<file path="src/rtl/keypad_pkg.sv">
// Shared definitions for the keypad number-entry block.
//   - 4-bit key codes produced by the coordinate decoder
//   - Encoding of the ENTRY / CONVERT / HOLD states
//   - Helper functions that map a row or column nibble to a key
package keypad_pkg;

    // Key codes. Digits keep their numeric value so they can go straight into the BCD buffer.
    localparam logic [3:0] KEY_0     = 4'd0;
    localparam logic [3:0] KEY_1     = 4'd1;
    localparam logic [3:0] KEY_2     = 4'd2;
    localparam logic [3:0] KEY_3     = 4'd3;
    localparam logic [3:0] KEY_4     = 4'd4;
    localparam logic [3:0] KEY_5     = 4'd5;
    localparam logic [3:0] KEY_6     = 4'd6;
    localparam logic [3:0] KEY_7     = 4'd7;
    localparam logic [3:0] KEY_8     = 4'd8;
    localparam logic [3:0] KEY_9     = 4'd9;
    localparam logic [3:0] KEY_CLR   = 4'hA;
    localparam logic [3:0] KEY_NEG   = 4'hB;
    localparam logic [3:0] KEY_BKSP  = 4'hC;
    localparam logic [3:0] KEY_ENTER = 4'hD;
    localparam logic [3:0] KEY_C     = 4'hE;
    localparam logic [3:0] KEY_D     = 4'hF;
    // All 16 code points are already used by real keys. KEY_NONE is only
    // meaningful while the decoder's valid flag is low.
    localparam logic [3:0] KEY_NONE  = 4'h0;

    typedef enum logic [1:0] {
        ST_ENTRY   = 2'd0,
        ST_CONVERT = 2'd1,
        ST_HOLD    = 2'd2
    } state_e;

    // True when the active-low nibble has exactly one zero bit.
    function automatic logic one_zero(input logic [3:0] n);
        return (n == 4'b0111) || (n == 4'b1011) || (n == 4'b1101) || (n == 4'b1110);
    endfunction

    // Position of the zero bit: 0111 -> 0 (top row / left column).
    function automatic logic [1:0] zero_pos(input logic [3:0] n);
        case (n)
            4'b0111: return 2'd0;
            4'b1011: return 2'd1;
            4'b1101: return 2'd2;
            default: return 2'd3;
        endcase
    endfunction

    // Keypad layout, indexed by {row, col}.
    function automatic logic [3:0] key_map(input logic [1:0] row, input logic [1:0] col);
        case ({row, col})
            4'd0:    return KEY_1;
            4'd1:    return KEY_2;
            4'd2:    return KEY_3;
            4'd3:    return KEY_CLR;
            4'd4:    return KEY_4;
            4'd5:    return KEY_5;
            4'd6:    return KEY_6;
            4'd7:    return KEY_NEG;
            4'd8:    return KEY_7;
            4'd9:    return KEY_8;
            4'd10:   return KEY_9;
            4'd11:   return KEY_C;
            4'd12:   return KEY_BKSP;
            4'd13:   return KEY_0;
            4'd14:   return KEY_ENTER;
            default: return KEY_D;
        endcase
    endfunction

endpackage

</file>
<file path="src/rtl/keypad_coord_decoder.sv">
// Combinational decoder that turns a keypad coordinate into a key code.
// Ports:
//   coord_i [7:0]  {row[3:0], col[3:0]}; both nibbles active-low one-hot; 8'h00 = idle
//   code_o  [3:0]  decoded key code (KEY_NONE when valid_o = 0)
//   valid_o        well-formed, non-idle coordinate
//   err_o          non-idle coordinate where a nibble does not have exactly one zero
module keypad_coord_decoder
    import keypad_pkg::*;
(
    input  logic [7:0] coord_i,
    output logic [3:0] code_o,
    output logic       valid_o,
    output logic       err_o
);

    logic [3:0] row;
    logic [3:0] col;

    assign row = coord_i[7:4];
    assign col = coord_i[3:0];

    always_comb begin
        code_o  = KEY_NONE;
        valid_o = 1'b0;
        err_o   = 1'b0;
        if (coord_i != 8'h00) begin
            if (one_zero(row) && one_zero(col)) begin
                valid_o = 1'b1;
                code_o  = key_map(zero_pos(row), zero_pos(col));
            end else begin
                err_o = 1'b1;
            end
        end
    end

endmodule

</file>
<file path="src/rtl/keypad_number_entry.sv">
// Keypad number entry: builds a signed decimal number from key events,
// converts the BCD buffer to binary, and offers the result on a valid/ready port.
// All state changes on the falling clock edge, the same edge the scanner uses.
// Ports:
//   clk, rst_n              clock (negedge active), asynchronous active-low reset
//   key_coord [7:0]         one-cycle key coordinate pulse from the scanner
//   out_data  [DATA_W-1:0]  converted two's-complement value
//   out_valid / out_ready   result handshake
//   disp_bcd / disp_len / disp_neg   live entry buffer for the display
//   busy                    high in CONVERT and HOLD; key events are dropped then
//   key_err                 one-cycle pulse for a malformed coordinate
//   dbg_state [1:0]         current FSM state (keypad_pkg::state_e encoding)
// Handshake: out_data is stable while out_valid is high. The value transfers at
// the first active edge where out_valid and out_ready are both high. out_ready
// has no effect at any other time.
// Optional feature: define KEYPAD_AUTO_SUBMIT_EN to start the conversion as soon
// as the buffer fills.
module keypad_number_entry
    import keypad_pkg::*;
#(
    parameter int DATA_W     = 32,
    parameter int MAX_DIGITS = 8,
    parameter int LEN_W      = 4
) (
    input  logic                    clk,
    input  logic                    rst_n,
    input  logic [7:0]              key_coord,
    output logic [DATA_W-1:0]       out_data,
    output logic                    out_valid,
    input  logic                    out_ready,
    output logic [4*MAX_DIGITS-1:0] disp_bcd,
    output logic [LEN_W-1:0]        disp_len,
    output logic                    disp_neg,
    output logic                    busy,
    output logic                    key_err,
    output logic [1:0]              dbg_state
);

    localparam int               BCD_W   = 4 * MAX_DIGITS;
    localparam logic [LEN_W-1:0] LEN_ONE = LEN_W'(1);
    localparam logic [LEN_W-1:0] LEN_MAX = LEN_W'(MAX_DIGITS);

    logic [3:0] key_code;
    logic       key_valid;
    logic       key_err_c;

    keypad_coord_decoder u_decoder (
        .coord_i (key_coord),
        .code_o  (key_code),
        .valid_o (key_valid),
        .err_o   (key_err_c)
    );

    state_e             state_q,     state_d;
    logic [BCD_W-1:0]   bcd_q,       bcd_d;
    logic [LEN_W-1:0]   len_q,       len_d;
    logic               neg_q,       neg_d;
    logic [DATA_W-1:0]  acc_q,       acc_d;
    logic [LEN_W-1:0]   idx_q,       idx_d;
    logic [DATA_W-1:0]  out_data_q,  out_data_d;
    logic               out_valid_q, out_valid_d;
    logic               key_err_q;

    // Digit currently being folded into the accumulator, oldest digit first.
    logic [3:0]        cur_digit;
    logic [DATA_W-1:0] acc_mul;

    assign cur_digit = 4'(bcd_q >> {idx_q, 2'b00});
    // acc * 10 + digit, built from shifts so no multiplier is inferred.
    assign acc_mul   = (acc_q << 3) + (acc_q << 1) + DATA_W'(cur_digit);

    always_comb begin
        state_d     = state_q;
        bcd_d       = bcd_q;
        len_d       = len_q;
        neg_d       = neg_q;
        acc_d       = acc_q;
        idx_d       = idx_q;
        out_data_d  = out_data_q;
        out_valid_d = out_valid_q;

        case (state_q)
            ST_ENTRY: begin
                if (key_valid) begin
                    case (key_code)
                        KEY_CLR: begin
                            bcd_d = '0;
                            len_d = '0;
                            neg_d = 1'b0;
                        end
                        KEY_NEG: neg_d = ~neg_q;
                        KEY_BKSP: begin
                            if (len_q != '0) begin
                                bcd_d = bcd_q >> 4;
                                len_d = len_q - LEN_ONE;
                            end
                        end
                        KEY_ENTER: begin
                            if (len_q != '0) begin
                                acc_d   = '0;
                                idx_d   = len_q - LEN_ONE;
                                state_d = ST_CONVERT;
                            end
                        end
                        KEY_C, KEY_D: ;
                        default: begin
                            // Remaining codes are the digits 0-9.
                            if (len_q < LEN_MAX) begin
                                bcd_d = (bcd_q << 4) | BCD_W'(key_code);
                                len_d = len_q + LEN_ONE;
`ifdef KEYPAD_AUTO_SUBMIT_EN
                                if (len_q == LEN_MAX - LEN_ONE) begin
                                    acc_d   = '0;
                                    idx_d   = LEN_MAX - LEN_ONE;
                                    state_d = ST_CONVERT;
                                end
`endif
                            end
                        end
                    endcase
                end
            end

            ST_CONVERT: begin
                acc_d = acc_mul;
                if (idx_q == '0) begin
                    // Negating zero gives zero, so a "-0" entry needs no special case.
                    out_data_d  = neg_q ? -acc_mul : acc_mul;
                    out_valid_d = 1'b1;
                    state_d     = ST_HOLD;
                end else begin
                    idx_d = idx_q - LEN_ONE;
                end
            end

            ST_HOLD: begin
                if (out_ready) begin
                    out_valid_d = 1'b0;
                    bcd_d       = '0;
                    len_d       = '0;
                    neg_d       = 1'b0;
                    state_d     = ST_ENTRY;
                end
            end

            default: state_d = ST_ENTRY;
        endcase
    end

    always_ff @(negedge clk or negedge rst_n) begin
        if (!rst_n) begin
            state_q     <= ST_ENTRY;
            bcd_q       <= '0;
            len_q       <= '0;
            neg_q       <= 1'b0;
            acc_q       <= '0;
            idx_q       <= '0;
            out_data_q  <= '0;
            out_valid_q <= 1'b0;
            key_err_q   <= 1'b0;
        end else begin
            state_q     <= state_d;
            bcd_q       <= bcd_d;
            len_q       <= len_d;
            neg_q       <= neg_d;
            acc_q       <= acc_d;
            idx_q       <= idx_d;
            out_data_q  <= out_data_d;
            out_valid_q <= out_valid_d;
            // A malformed coordinate is flagged in every state.
            key_err_q   <= key_err_c;
        end
    end

    assign out_data  = out_data_q;
    assign out_valid = out_valid_q;
    assign disp_bcd  = bcd_q;
    assign disp_len  = len_q;
    assign disp_neg  = neg_q;
    assign busy      = (state_q != ST_ENTRY);
    assign key_err   = key_err_q;
    assign dbg_state = state_q;

endmodule

</file>
<file path="config.mk">
export PLATFORM = sky130hd
export DESIGN_NAME = keypad_number_entry
export DESIGN_NICKNAME = d
export VERILOG_FILES = /design/src/rtl/keypad_pkg.sv /design/src/rtl/keypad_coord_decoder.sv /design/src/rtl/keypad_number_entry.sv
export SDC_FILE = /design/constraint.sdc
export NUM_CORES = 1
export LEC_CHECK = 0
export BUFFER_PORTS_ARGS = -buffer_cell sky130_fd_sc_hd__buf_4
export CAP_MARGIN = 20
export CORE_MARGIN = 3
export CORE_UTILIZATION = 30
export CTS_CLUSTER_DIAMETER = 100
export DETAILED_ROUTE_END_ITERATION = 8
export SLEW_MARGIN = 20
export SYNTH_ARGS = -nofsm -noshare
export SYNTH_HDL_FRONTEND = slang
export SYNTH_HIERARCHICAL = 1
export SYNTH_SLANG_ARGS = --single-unit
</file>
<file path="constraint.sdc">
create_clock -name clk -period 12 [get_ports clk]
set_input_delay 0.6 -clock clk [delete_from_list [all_inputs] [get_ports clk]]
set_output_delay 0.6 -clock clk [all_outputs]
set_load 0.02 [all_outputs]
</file>
==> reports/qor_table.md <==
| Parameter | This run | Unit |
|---|---|---|
| Status | completed | - |
| Share of cells above drive strength 1 | 0.153 | - |
| Sequential-to-total area share from yosys stat | 0.328 | - |
| Average size of a mapped cell | 8.76 | sq um |
| Flip-flop and latch area | 0.00270 | sq mm |
| Commonest cells after routing, fill and taps aside | 142 x sky130_fd_sc_hd__nand2_1, 108 x sky130_fd_sc_hd__dfrtn_1, 99 x sky130_fd_sc_hd__o21ai_0 | - |
| Clock transition at path regs | 0.06 | ns |
| Cell Area, Synth | 0.00825 | sq mm |
| Antenna viol nets, final | 0 | - |
| Instance count of the mapped netlist | 942 | - |
| Count of final setup violators | 0 | - |
| Global-route wire length before repair | 37200 | microns |
| Transition time of the tightest slew-check pin | 0.917 | ns |
| Final wirelength | 22600 | microns |
| Die Wd | 172 | microns |
| Cell occurring most often along the worst timing path | sky130_fd_sc_hd__buf_4 | - |
| Setup repair after global routing missed its margin | false | - |
| CTS Hold Bufs | 0 | - |
| Start-to-end type of the worst setup path | in2reg | - |
| Vias in the first global route | 6958 | - |
| Cell area reported after detailed placement | 0.00910 | sq mm |
| Placed wire-length estimate | 16500 | microns |
| Req. time, crit path | 6.18 | ns |
| Total iterations of the first detailed-routing run | 5 | - |
| Num rows | 60 | - |
| Die ar. | 0.0295 | sq mm |
| Final Skew | 0.0117 | ns |
| Share of synthesized registers carrying an async set or reset | 1.00 | - |
| Initial Utilization | 0.305 | - |
| Core Region | 0.0270 | sq mm |
| Synthesized netlist net count | 1020 | - |
| DRC viols | 0 | - |
| Maximum fanout along the worst path | 28 | - |
| Arrival time of the worst setup path | 3.99 | ns |
| H-Tree Level Count | 3 | - |
| Final hold violation count | 0 | - |
| EDFF count, synth | 0 | - |
| Class of the tightest hold or removal check | reg2reg | - |
| Leakage power of the design | 0.00419 | uW |
| Sequence of cells on the critical path | buf_4 > nand4b_1 > ha_1 > nor3b_1 > a21oi_1 > a211oi_1 > nor2b_1 > nand2_1 > o21ai_1 > nor2_2 > buf_4 > a22oi_1 > o21ai_0 | - |
| Avg WL per Cell | 17.0 | microns |
| TritonCTS Buffers | 9 | - |
| Relative slew slack | 0.389 | - |
| Number of antenna repair diodes | 0 | - |
| Launching element type of the critical path | input pin | - |
| Number of violations reported at the end of detailed-routing iteration 0 | 504 | - |
| Post-route setup slack | 2.19 | ns |
| Vias per std cell | 5.38 | - |
| Yosys warning count | 6 | - |
| Number of gates resized after CTS | 0 | - |
| Yosys reg bits | 108 | - |
| Post-placement worst setup slack | 1.84 | ns |
| Combined global-route utilization of all metal layers | 0.155 | - |
| Number of pins with negative max-slew slack in the final report | 0 | - |
| Power Dens Cells | 106 | mW/mm^2 |
| Predominant post-synthesis flop cell | sky130_fd_sc_hd__dfrtn_1 | - |
| Kind of end point of the critical path | flop | - |
| Clk Tree Root Cell | sky130_fd_sc_hd__clkbuf_16 | - |
| TritonCTS clock tree | yes | - |
| Final design instance area without fill | 0.00943 | sq mm |
| Remaining global-route overflow | 0 | - |
| Layout-stage area growth over the synthesis result | 14.3 | % |
| Number of ports placed on the die boundary | 85 | - |
| Synth unique cells | 85 | - |
| Largest net degree at the start of global routing | 71 | - |
| Summed negative setup slack over all endpoints | 0 | ns |
| PortBufs | 84 | - |
| Slowest cell on crit path | sky130_fd_sc_hd__a211oi_1 | - |
| Max Cap Violations | 0 | - |
| Post-CTS setup buffer count | 0 | - |
| Multi-input logic area | 0.00522 | sq mm |
| Initial antenna violation count | 0 | - |
| Number of clock sinks seen by CTS | 108 | - |
| Clock latency on the worst-skew pair | 0.37 | ns |
| Most frequent standard cell in the layout excluding fill and tap cells | sky130_fd_sc_hd__nand2_1 | - |
| Cell family with most CP delay | compound AO/OA/AOI/OAI gates | - |
| Longest Clk Path Bufs | 2 | - |
| Routability cong. | 0.894 | - |
| Hold slack final | 0.428 | ns |
| Largest voltage drop on the vdd net | 0.0797 | mV |
| Number of nets in the layout | 1065 | - |
| Total Power Consumption | 998 | uW |
| CP max stage delay | 0.69 | ns |
| Die Y-Extent | 172 | microns |
| Filler cell count | 2852 | - |
| Via count | 7174 | - |
| Buffers and inverters on the worst path | 2 | - |
## per-stage QoR
step	utilization	std cells
floorplan	-	942
global placement	0.337	1317
detailed placement	0.337	1317
CTS	0.349	1333
global route	0.349	1333
finish	0.349	1333
## cells in the mapped netlist, drive strengths merged, types with 8 or more instances
master / instances / share of area
nor2: 58 / 0.026
xor2: 22 / 0.026
ha: 65 / 0.099
nand2: 143 / 0.065
or3: 8 / 0.0073
a22o: 14 / 0.015
buf: 12 / 0.011
a22oi: 25 / 0.023
a21oi: 47 / 0.030
nor2b: 8 / 0.0061
inv: 25 / 0.011
nand3: 13 / 0.0094
nor3: 14 / 0.0085
mux4: 8 / 0.022
a21o: 12 / 0.011
o31ai: 20 / 0.020
xnor2: 38 / 0.041
dfrtn: 108 / 0.33
o21ai: 122 / 0.074
clkbuf: 43 / 0.020
o211ai: 10 / 0.010
a211oi: 10 / 0.011
## state kept, by name, indices dropped and copies added, names as in the netlist
register	flops
out_data	32
dbg_state	2
key_err	1
idx_q	4
disp_neg	1
disp_len	4
out_valid	1
acc_q	31
disp_bcd	32
## where the power goes
group / switching, uW / internal, uW
Clock: 174 / 151
Combinational: 155 / 103
Sequential: 31.4 / 384
Total: 360 / 638
## per-layer routing
layer | GRT usage | part of all wire | vias to the layer above
met4 | 0.0399 | 0.016 | 0
met3 | 0.0326 | 0.048 | 24
li1 | - | - | 3524
met1 | 0.217 | 0.47 | 3463
met2 | 0.246 | 0.47 | 163
met5 | 0 | 0 | -
## final cells by class
cell class / count / share of cell area
clock buffer: 9 / 0.0239
clock inverter: 7 / 0.00995
inverter: 25 / 0.00995
multi-input combinational: 754 / 0.554
sequential: 108 / 0.286
tap: 341 / 0.0452
timing repair buffer: 89 / 0.0708
## worst paths after layout
kind | from | endpoint | slack (ns) | depth (start not counted)
worst max-delay path | key_coord[1] | disp_bcd[3]$_DFFE_NN0P_ | 2.19 | 13
max in group asynchronous | rst_n | acc_q[12]$_DFFE_NN0P_ | 4.58 | 2
worst min-delay path | out_valid$_DFFE_NN0P_ | out_valid$_DFFE_NN0P_ | 0.43 | 2
worst max register to register | idx_q[0]$_DFFE_NN0P_ | out_data[29]$_DFFE_NN0P_ | 6.34 | 15
worst min register to register | out_valid$_DFFE_NN0P_ | out_valid$_DFFE_NN0P_ | 0.43 | 2
min in group asynchronous | rst_n | disp_bcd[26]$_DFFE_NN0P_ | 6.08 | 1
## worst min-delay path: cells and delay by family, from the launching register on
kind	cells	cell delay, ns
and+or+nand+nor	2	0.11
DFF	1	0.41
## logic make-up (layout without fill, tap and decap cells)
family / after synthesis / after routing / synth area share
buf+inv: 80 / 130 / 0.0422
compound gates: 308 / 308 / 0.249
flops: 108 / 108 / 0.328
fa+ha+maj: 67 / 67 / 0.103
simple gates: 302 / 302 / 0.178
xor+xnor: 60 / 60 / 0.0669
mux: 17 / 17 / 0.0331
(Power assumes the default switching activity.)
